--- src/rtl/draw_pkg.sv ---
// Shared types for the box overlay: box modes, commit FSM states,
// per-box configuration record and the 50% blend helper.
package draw_pkg;

    localparam int unsigned COORD_W = 16;

    typedef enum logic [1:0] {
        OFF     = 2'd0,
        OUTLINE = 2'd1,
        FILLED  = 2'd2,
        BLEND   = 2'd3
    } box_mode_e;

    typedef enum logic {
        IDLE    = 1'b0,
        PENDING = 1'b1
    } commit_state_e;

    typedef struct packed {
        logic [COORD_W-1:0] sx;
        logic [COORD_W-1:0] sy;
        logic [COORD_W-1:0] ex;
        logic [COORD_W-1:0] ey;
        logic [23:0]        color;
        box_mode_e          mode;
    } box_cfg_t;

    // Per channel (pix>>1)+(col>>1); peaks at 254 so 8 bits never overflow.
    function automatic logic [23:0] blend50(input logic [23:0] pix, input logic [23:0] col);
        logic [23:0] r;
        r = '0;
        for (int unsigned c = 0; c < 3; c++) begin
            r[c*8 +: 8] = {1'b0, pix[c*8+1 +: 7]} + {1'b0, col[c*8+1 +: 7]};
        end
        return r;
    endfunction

endpackage

--- src/rtl/box_hit.sv ---
// Combinational hit test of one box against a pixel coordinate.
// Inner-region math is one bit wider than the coordinates so nothing wraps.
module box_hit
    import draw_pkg::*;
#(
    parameter int unsigned X_W      = 11,
    parameter int unsigned Y_W      = 10,
    parameter int unsigned H_BORDER = 2,
    parameter int unsigned V_BORDER = 2
) (
    input  box_cfg_t         i_cfg,
    input  logic [X_W-1:0]   i_x,
    input  logic [Y_W-1:0]   i_y,
    output logic             o_hit
);

    localparam int unsigned CW = COORD_W + 1;

    logic [CW-1:0] w_x, w_y, w_sx, w_sy, w_ex, w_ey;
    logic [CW-1:0] w_hb, w_vb, w_hb2, w_vb2;
    logic          w_valid, w_in_outer, w_inner_ok, w_in_inner;

    assign w_x   = CW'(i_x);
    assign w_y   = CW'(i_y);
    assign w_sx  = CW'(i_cfg.sx);
    assign w_sy  = CW'(i_cfg.sy);
    assign w_ex  = CW'(i_cfg.ex);
    assign w_ey  = CW'(i_cfg.ey);
    assign w_hb  = CW'(H_BORDER);
    assign w_vb  = CW'(V_BORDER);
    assign w_hb2 = CW'(2 * H_BORDER);
    assign w_vb2 = CW'(2 * V_BORDER);

    assign w_valid    = (i_cfg.mode != OFF) && (w_sx <= w_ex) && (w_sy <= w_ey);
    assign w_in_outer = (w_sx <= w_x) && (w_x <= w_ex) && (w_sy <= w_y) && (w_y <= w_ey);

    // Boxes too small to have an interior are drawn entirely as border.
    assign w_inner_ok = (w_ex >= w_sx + w_hb2) && (w_ey >= w_sy + w_vb2);
    assign w_in_inner = w_inner_ok
                     && (w_sx + w_hb <= w_x) && (w_x + w_hb <= w_ex)
                     && (w_sy + w_vb <= w_y) && (w_y + w_vb <= w_ey);

    assign o_hit = w_valid && w_in_outer && ((i_cfg.mode != OUTLINE) || !w_in_inner);

endmodule

--- src/rtl/box_overlay.sv ---
// Multi-box overlay on the pixel pack {clk, hsync, vsync, de, r, g, b, x, y} (MSB first).
// Shadow registers are copied to the active set at the frame start following a commit.
module box_overlay
    import draw_pkg::*;
#(
    parameter int unsigned N_BOX    = 4,
    parameter int unsigned H_BORDER = 2,
    parameter int unsigned V_BORDER = 2,
    parameter int unsigned H_ACT    = 1280,
    parameter int unsigned V_ACT    = 720,
    parameter logic        VS_POL   = 1'b1,
    localparam int unsigned X_W     = $clog2(H_ACT),
    localparam int unsigned Y_W     = $clog2(V_ACT),
    localparam int unsigned IDX_W   = (N_BOX > 1) ? $clog2(N_BOX) : 1,
    localparam int unsigned PACK_W  = 28 + X_W + Y_W
) (
    input  logic              clk,
    input  logic              rstn,
    input  logic              en,
    input  logic [PACK_W-1:0] i_pack,
    output logic [PACK_W-1:0] o_pack,
    input  logic              cfg_we,
    input  logic [IDX_W-1:0]  cfg_idx,
    input  logic [X_W-1:0]    cfg_sx,
    input  logic [X_W-1:0]    cfg_ex,
    input  logic [Y_W-1:0]    cfg_sy,
    input  logic [Y_W-1:0]    cfg_ey,
    input  logic [23:0]       cfg_color,
    input  logic [1:0]        cfg_mode,
    input  logic              cfg_commit,
    output logic              commit_pending
);

    localparam int unsigned X_LSB   = Y_W;
    localparam int unsigned RGB_LSB = X_W + Y_W;
    localparam int unsigned VS_BIT  = RGB_LSB + 25;

    box_cfg_t          r_shadow [N_BOX];
    box_cfg_t          r_active [N_BOX];
    commit_state_e     r_state;
    logic              r_pending;
    logic              r_vs_prev;

    logic [X_W-1:0]    w_x;
    logic [Y_W-1:0]    w_y;
    logic              w_vs, w_frame_start;
    logic [N_BOX-1:0]  w_hit;
    logic [23:0]       w_win_color;
    logic              w_win_blend;

    logic [PACK_W-1:0] r_s1_pack, r_s2_pack;
    logic [N_BOX-1:0]  r_s1_hit;
    logic [23:0]       r_s1_color;
    logic              r_s1_blend;

    assign w_x           = i_pack[X_LSB +: X_W];
    assign w_y           = i_pack[0 +: Y_W];
    assign w_vs          = i_pack[VS_BIT];
    assign w_frame_start = (r_vs_prev != VS_POL) && (w_vs == VS_POL);

    always_ff @(posedge clk or negedge rstn) begin
        if (!rstn) begin
            for (int unsigned i = 0; i < N_BOX; i++) begin
                r_shadow[i] <= '0;
                r_active[i] <= '0;
            end
            r_state   <= IDLE;
            r_pending <= 1'b0;
            r_vs_prev <= 1'b0;
        end else begin
            r_vs_prev <= w_vs;
            if (cfg_we && (32'(cfg_idx) < N_BOX)) begin
                r_shadow[cfg_idx] <= '{sx: COORD_W'(cfg_sx), sy: COORD_W'(cfg_sy),
                                       ex: COORD_W'(cfg_ex), ey: COORD_W'(cfg_ey),
                                       color: cfg_color, mode: box_mode_e'(cfg_mode)};
            end
            case (r_state)
                IDLE: begin
                    if (cfg_commit) begin
                        r_state   <= PENDING;
                        r_pending <= 1'b1;
                    end
                end
                PENDING: begin
                    // A commit arriving on the copy cycle re-arms for the next frame.
                    if (w_frame_start) begin
                        for (int unsigned i = 0; i < N_BOX; i++) begin
                            r_active[i] <= r_shadow[i];
                        end
                        if (!cfg_commit) begin
                            r_state   <= IDLE;
                            r_pending <= 1'b0;
                        end
                    end
                end
                default: begin
                    r_state   <= IDLE;
                    r_pending <= 1'b0;
                end
            endcase
        end
    end

    assign commit_pending = r_pending;

    for (genvar g = 0; g < N_BOX; g++) begin : g_hit
        box_hit #(
            .X_W      (X_W),
            .Y_W      (Y_W),
            .H_BORDER (H_BORDER),
            .V_BORDER (V_BORDER)
        ) u_box_hit (
            .i_cfg (r_active[g]),
            .i_x   (w_x),
            .i_y   (w_y),
            .o_hit (w_hit[g])
        );
    end

    always_comb begin
        w_win_color = '0;
        w_win_blend = 1'b0;
        for (int unsigned i = 0; i < N_BOX; i++) begin
            if (w_hit[i]) begin
                w_win_color = r_active[i].color;
                w_win_blend = (r_active[i].mode == BLEND);
            end
        end
    end

    // Winner colour/mode are captured here so a later active-set copy cannot alter in-flight pixels.
    always_ff @(posedge clk or negedge rstn) begin
        if (!rstn) begin
            r_s1_pack  <= '0;
            r_s1_hit   <= '0;
            r_s1_color <= '0;
            r_s1_blend <= 1'b0;
            r_s2_pack  <= '0;
        end else begin
            r_s1_pack  <= i_pack;
            r_s1_hit   <= en ? w_hit : '0;
            r_s1_color <= w_win_color;
            r_s1_blend <= w_win_blend;
            r_s2_pack  <= r_s1_pack;
            if (|r_s1_hit) begin
                r_s2_pack[RGB_LSB +: 24] <= r_s1_blend
                    ? blend50(r_s1_pack[RGB_LSB +: 24], r_s1_color)
                    : r_s1_color;
            end
        end
    end

    assign o_pack = r_s2_pack;

endmodule
--- config.mk ---
export PLATFORM = sky130hd
export DESIGN_NAME = box_overlay
export DESIGN_NICKNAME = d
export VERILOG_FILES = /design/src/rtl/draw_pkg.sv /design/src/rtl/box_hit.sv /design/src/rtl/box_overlay.sv
export SDC_FILE = /design/constraint.sdc
export NUM_CORES = 1
export LEC_CHECK = 0
export ABC_AREA = 0
export CORE_UTILIZATION = 55
export DETAILED_ROUTE_END_ITERATION = 10
export PLACE_DENSITY = 0.72
export SYNTH_ARGS = -nofsm -noshare
export SYNTH_HDL_FRONTEND = slang
export SYNTH_SLANG_ARGS = --single-unit
--- constraint.sdc ---
create_clock -name clk -period 4.4 [get_ports clk]
set_input_delay 0.88 -clock clk [delete_from_list [all_inputs] [get_ports clk]]
set_output_delay 0.88 -clock clk [all_outputs]
set_load 0.01 [all_outputs]
== Word-level counts from Yosys, hierarchy flattened ==
Index checks and enable logic that the tools add are counted.

* Add/subtract/negate cells: 21
* Magnitude comparators: 50
* Equal/unequal tests: 11
* Mux-type cells: 21
* Bitwise operators: 3
* Reduce and logical (&&, ||, !) cells: 65

{| class="wikitable"
|+ Operator list
! kind !! count
|-
| bitwise mux 360 bit || 1
|-
| demux 90 bit (select 2 bit) || 1
|-
| 2-to-1 mux 24 bit || 6
|-
| adder 16 x 2 -> 17 bit, second input constant || 8
|-
| adder 16 x 3 -> 17 bit, second input constant || 8
|-
| >= comparator 16 x 17 -> 1 bit || 8
|-
| <= comparator 17 x 16 -> 1 bit || 8
|-
| <= comparator 16 bit || 8
|-
| 2-to-1 mux 90 bit || 1
|-
| <= comparator 17 x 10 -> 1 bit || 4
|-
| <= comparator 17 x 11 -> 1 bit || 4
|-
| <= comparator 10 x 16 -> 1 bit || 4
|-
| <= comparator 11 x 16 -> 1 bit || 4
|-
| <= comparator 16 x 10 -> 1 bit || 4
|-
| <= comparator 16 x 11 -> 1 bit || 4
|-
| logical AND 1 bit || 50
|-
| adder 7 x 7 -> 8 bit || 3
|-
| adder 11 x 2 -> 12 bit, second input constant || 1
|-
| adder 10 x 2 -> 11 bit, second input constant || 1
|-
| inequality test 2 x 1 -> 1 bit, second input constant || 5
|-
| 2-to-1 mux 1 bit || 9
|-
| == test 2 bit, second input constant || 4
|-
| nonzero test 2 bit || 4
|-
| zero test 1 bit || 4
|-
| other kinds (11) || 17
|}

* Bits in registers: 850
* Input port bits: 124
* Output and inout bits: 50
* Logic and storage cells: 227

== Depth between registers and ports, before layout ==
* Depth after elaboration: 14
* Depth in mapped cells: 17
* Gate-level depth less buffers: 15

== Hierarchy ==
A second synthesis with hierarchy kept.

* Cells, all modules: 4128
* Area, all modules: 44057.3 um^2

{| class="wikitable"
|+ Modules (own cells, without submodules)
! module !! times used !! cells each !! area each (um^2) !! seq. area each (um^2)
|-
| box_overlay || 1 || 1620 || 25354.3 || 16841.2
|-
| box_hit (g_hit[1].u_box_hit ...) || 2 || 628 || 4650.7 || 0.0
|-
| box_hit (g_hit[0].u_box_hit) || 1 || 627 || 4708.3 || 0.0
|-
| box_hit (g_hit[3].u_box_hit) || 1 || 625 || 4693.3 || 0.0
|}

== Worst setup path after synthesis ==
Ideal clock, no wire load.

* Path type: register to register
* Start point: register r_active[347] (netlist bit)
* End point: register r_s1_color[10]
* Setup time: 128 ps
* Arrival time: 3640 ps
* Required time: 4272 ps
* Slack: 631 ps
* Stages on the path, launching flop included: 17
* Path buffers: 1
* Period minus slack after synthesis: 3769 ps
* Path through: dfrtp_1 -> ha_1 -> nand2_1 -> nor2_1 -> nand4_1 -> xnor2_1 -> ha_1 -> a21oi_2 -> a21oi_1 -> or4b_1 -> or4_1 -> nor4_1 -> a41oi_1 -> a21boi_4 -> buf_6 -> a22oi_2 -> a22oi_2

* Cells in the longest elaborated chain, start to end: 14
* Elaborated cells on any way between the ends: 24
* Classes of those cells: add/sub (2); order compare (4); mux (4); reduce/logical (14)

{| class="wikitable"
|+ RTL lines
! element !! line !! source
|-
| start, declared || box_overlay.sv:39 || <nowiki>box_cfg_t r_active [N_BOX];</nowiki>
|-
| start signal, assigned by index || box_overlay.sv:88 || <nowiki>r_active[i] <= r_shadow[i];</nowiki>
|-
| adder 16 x 3 -> 17 bit || box_hit.sv:38 || <nowiki>assign w_inner_ok = (w_ex >= w_sx + w_hb2) && (w_ey >= w_sy + w_vb2);</nowiki>
|-
| >= comparator 16 x 17 -> 1 bit || box_hit.sv:38 ||
|-
| logical AND 1 bit || box_hit.sv:38 ||
|-
| logical AND 1 bit (2 in a row) || box_hit.sv:40 || <nowiki>&& (w_sx + w_hb <= w_x) && (w_x + w_hb <= w_ex)</nowiki>
|-
| logical AND 1 bit (2 in a row) || box_hit.sv:41 || <nowiki>&& (w_sy + w_vb <= w_y) && (w_y + w_vb <= w_ey);</nowiki>
|-
| zero test 1 bit || box_hit.sv:43 || <nowiki>assign o_hit = w_valid && w_in_outer && ((i_cfg.mode != OUTLINE) || !w_in_inner);</nowiki>
|-
| logical OR 1 bit || box_hit.sv:43 ||
|-
| logical AND 1 bit (*) || box_hit.sv:43 ||
|-
| 2-to-1 mux 24 bit (*) (4 in a row) || box_overlay.sv:124 || <nowiki>if (w_hit[i]) begin</nowiki>
|-
| via w_win_color[10] || box_overlay.sv:48 || <nowiki>logic [23:0] w_win_color;</nowiki>
|-
| end signal, assigned || box_overlay.sv:142 || <nowiki>r_s1_color <= w_win_color;</nowiki>
|-
| end, declared || box_overlay.sv:53 || <nowiki>logic [23:0] r_s1_color;</nowiki>
|}

Mark *: on every way through the listed nets, which the timed path passes. The rest lies on a longest branch.
A chain may end at the register's enable or synchronous reset.

== Worst setup path after layout ==
* Start point: input i_pack[3]
* End point: register r_s1_color[23]

* Cells in the longest elaborated chain, start to end: 10
* Elaborated cells on any way between the ends: 53
* Classes of those cells: add/sub (1); order compare (16); mux (4); reduce/logical (32)

{| class="wikitable"
|+ RTL lines
! element !! line !! source
|-
| start, declared || box_overlay.sv:20 || <nowiki>input logic [PACK_W-1:0] i_pack,</nowiki>
|-
| adder 10 x 2 -> 11 bit or <= comparator 17 x 10 -> 1 bit (tied branches) || box_hit.sv:41 ||
|-
| <= comparator 17 x 16 -> 1 bit or logical AND 1 bit (tied branches) || box_hit.sv:41 ||
|-
| logical AND 1 bit || box_hit.sv:41 ||
|-
| zero test 1 bit || box_hit.sv:43 ||
|-
| logical OR 1 bit || box_hit.sv:43 ||
|-
| logical AND 1 bit || box_hit.sv:43 ||
|-
| 2-to-1 mux 24 bit (3 in a row) || box_overlay.sv:124 ||
|-
| 2-to-1 mux 24 bit (*) || box_overlay.sv:124 ||
|-
| via w_win_color[23] || box_overlay.sv:48 ||
|}

Marked as above.

==> results.py <==
metrics = {
    "outcome": {
        "status": "finished with violations",
        "violations": "setup timing",
    },
    "power_and_ir_drop": {
        "ir_worst_vdd_mv": 0.483,
        "p_leak_nw": 21.2,
        "p_total_mw": 26.5,
        "p_per_area_nw_per_um2": 570,
    },
    "sta": {
        "slew_viol_final": 0,
        "hold_violations": 0,
        "setup_violations": 1,
        "min_period_ps": 4410,
        "finClkSkew_ps": 40.7,
        "timing.final.crit_share_pct": 100,
        "fmax_mhz": 227,
        "relSlewSlack_pct": 27.4,
        "fin_ws_ps": -10.2,
        "tightestPinTransition_ps": 1060,
    },
    "die": {
        "dieArea_um2": 71900,
        "fp.coreArea_um2": 70000,
        "die_h_um": 268,
        "rows": 97,
        "dieWidth_um": 268,
        "pin_count": 174,
        "initial_core_util_pct": 55.6,
    },
    "drt": {
        "drtPass1Iterations": 7,
        "route.detailed.drc": 0,
        "wl_mm": 122,
        "wl_per_cell_um": 25.8,
        "via_per_inst": 6.08,
        "num_vias": 28800,
        "drt-initial-drc-count": 2037,
        "ant_nets": 0,
    },
    "synth": {
        "synth_cell_types": 78,
        "ys.flop_type": "dfrtp_1",
        "synth.avg_cell_area_um2": 11.8,
        "yosysSeqAreaShare_pct": 43.2,
        "netlist_instances": 3309,
        "synth_edf_count": 0,
        "synthArstFlopShare_pct": 100,
        "synth_seq_cells": 673,
        "ys.warnings.count": 0,
        "syn-num-nets": 3963,
        "synth_area_um2": 39000,
    },
    "setup_path": {
        "crit_fanout": 23,
        "critPathTopFamily": "compound AO/OA/AOI/OAI gates",
        "worst_path_max_delay_cell": "clkdlybuf4s50_1",
        "critPathArrivalTime_ps": 4910,
        "path_class": "primary input to register",
        "critical-path-max-stage-delay_ps": 520,
        "cp.required_ps": 4900,
        "path_common_cell": "a21o_1",
        "start_kind": "primary input",
        "cp-end-kind": "register",
        "path_buf_inv": 4,
        "crit_chain": "clkdlybuf4s50_1 > buf_4 > and4_1 > nand4_1 > xnor2_2 > buf_4 > ha_1 > a21o_1 > a221o_1 > a21o_1 > a211oi_1 > o2111a_1 > a21o_1 > and2_1 > buf_12 > a22oi_1",
    },
    "global_routing": {
        "grt_pass1_wl_mm": 184,
        "track_usage_pct": 34.3,
        "grt_pass1_vias": 30000,
        "grt_start_max_net_pins": 122,
        "grt.overflow.total": 0,
        "antenna_found_initial": 3,
    },
    "finish": {
        "area_delta_synth_final_pct": 19.1,
        "multi_input_area_um2": 21100,
        "fillers": 5257,
        "post-route-util_pct": 66.2,
        "mostFrequentLayoutCells": "dfrtp_1, mux2_2, ha_1",
        "nNetsFinal": 4386,
        "drive_above_1_share_pct": 26.8,
        "layout_commonest_cell": "dfrtp_1",
        "seq_area_um2": 16800,
    },
    "clocking": {
        "clkLatencyLatePin_ps": 640,
        "clockBufferDepth": 3,
        "htreeDepth": 3,
        "cts_tree": "done",
        "cts_made_buffers": 74,
        "cts_root_buffer": "clkbuf_16",
        "clk_pin_slew_ps": 60,
        "clock-sinks": 673,
    },
    "placed_design": {
        "io_buffer_count": 173,
        "place_congestion": 1.02,
        "dpl.hpwl_mm": 92.6,
    },
    "worst_hold_path": {
        "hold_path.class": "primary input to async pin",
    },
    "flow_run": {
        "cap_violations": 0,
    },
}
-- final timing paths --
kind                                     from        endpoint  slack [ps]  depth (start not counted)
worst max-delay path                i_pack[3]  r_s1_color[23]         -10                         16
max in group asynchronous                rstn    r_shadow[48]        2870                          3
worst min register to register   r_s1_pack[0]       o_pack[0]         350                          0
worst min-delay path                     rstn    r_shadow[52]         270                          1
min in group clk                 r_s1_pack[0]       o_pack[0]         350                          0
worst max register to register  r_active[241]  r_s1_color[23]         260                         15
-- synthesized netlist by cell type (5+ instances only) --
library cell / number / area [um2]
o21ai_1: 26 / 130
xnor2_1: 92 / 806
mux2_2: 544 / 6130
o21a_1: 25 / 188
nand2_1: 116 / 435
o21ai_0: 107 / 536
nor2b_1: 22 / 138
ha_1: 527 / 6590
a21oi_1: 135 / 676
nand3_1: 81 / 405
nor4_1: 9 / 56.3
o32a_1: 7 / 70.1
buf_6: 5 / 56.3
a21o_1: 49 / 368
nand4b_1: 10 / 87.6
o41ai_1: 5 / 43.8
clkbuf_1: 66 / 248
a31oi_1: 9 / 56.3
and4_1: 13 / 114
nand4_1: 74 / 463
nand3b_1: 8 / 60.1
and4b_1: 5 / 50.1
o2111ai_1: 9 / 78.8
a211o_1: 11 / 96.3
o211ai_1: 24 / 180
a211oi_1: 35 / 263
or2_2: 21 / 131
a2111oi_0: 11 / 96.3
nor3_1: 32 / 160
buf_1: 25 / 93.8
mux2i_1: 22 / 220
a22oi_1: 7 / 52.6
o21bai_1: 18 / 135
xor2_1: 50 / 438
and3_1: 14 / 87.6
a22oi_2: 40 / 500
dfrtp_1: 673 / 16800
nand2b_1: 21 / 131
inv_1: 187 / 702
nor2_1: 99 / 372
-- stage by stage --
stage / instance area [um2] / worst slack (ps) / hold slack [ps] / setup TNS (ps) / std cells
after floorplan: 39000 / 631 / 331 / 0 / 3309
after global placement: 43800 / -750 / 333 / -17500 / 4591
after detailed placement: 43800 / -916 / 335 / -19680 / 4591
after CTS: 46300 / 36.2 / 344 / 0 / 4721
after global routing: 46400 / -52.8 / 335 / -518 / 4724
final: 46400 / -10.2 / 267 / -10.2 / 4728
-- power by group --
group / internal, mW / total, mW / switching, mW
Sequential: 7.69 / 9.15 / 1.46
Combinational: 5.16 / 11.0 / 5.88
Clock: 3.62 / 6.26 / 2.65
Total: 16.5 / 26.5 / 9.99
-- routing by layer --
| metal | routed length [um] | GRT usage, % | vias up |
|---|---|---|---|
| met1 | 51200 | 43.7 | 14700 |
| met2 | 59600 | 58.3 | 860 |
| met5 | 13 | 0 | - |
| li1 | - | - | 13000 |
| met3 | 5850 | 4.87 | 248 |
| met4 | 5470 | 14.7 | 2 |
-- flip-flops by register name, indices dropped and copies added (netlist names) --
| register | flops |
|---|---|
| r_s1_hit | 4 |
| r_shadow | 272 |
| r_s1_color | 24 |
| r_state | 1 |
| commit_pending | 1 |
| r_s1_blend | 1 |
| o_pack | 49 |
| r_active | 272 |
| r_s1_pack | 49 |
-- kinds of logic after synthesis --
family / after synthesis / share of synthesized area [%]
compound gates: 565 / 10.0
xor+xnor: 142 / 3.19
fa+ha+maj: 530 / 17.1
buf+inv: 290 / 2.90
flops: 673 / 43.2
mux: 566 / 16.3
simple gates: 543 / 7.27
-- final cells by class --
cell class	instances	share of cell area [%]
antenna	4	0.0216
timing repair buffer	445	8.77
inverter	190	1.54
clock buffer	102	4.52
sequential	673	36.3
multi-input combinational	2348	45.5
tap	940	2.54
clock inverter	26	0.814
-- worst register-to-register path, delay by kind of cell (launching register included) --
| kind | cells | cell delay, ps |
|---|---|---|
| flip-flops | 1 | 440 |
| AND/OR/NAND/NOR | 4 | 560 |
| buffers and inverters | 2 | 380 |
| AO/OA/AOI/OAI | 6 | 1850 |
| XOR/XNOR | 1 | 170 |
| adder cells (fa/ha/maj) | 2 | 620 |
-- repair_timing --
item | in CTS | in global routing
hold buffers | 0 | 0
endpoints found under the hold margin | 0 | 0
setup buffers | 0 | 3
gates cloned | 2 | 0
gates resized for setup | 4 | 7
pin swaps | 2 | 5
endpoints found under the setup margin | 23 | 24
Note: power is estimated with default switching activity, not from simulation.
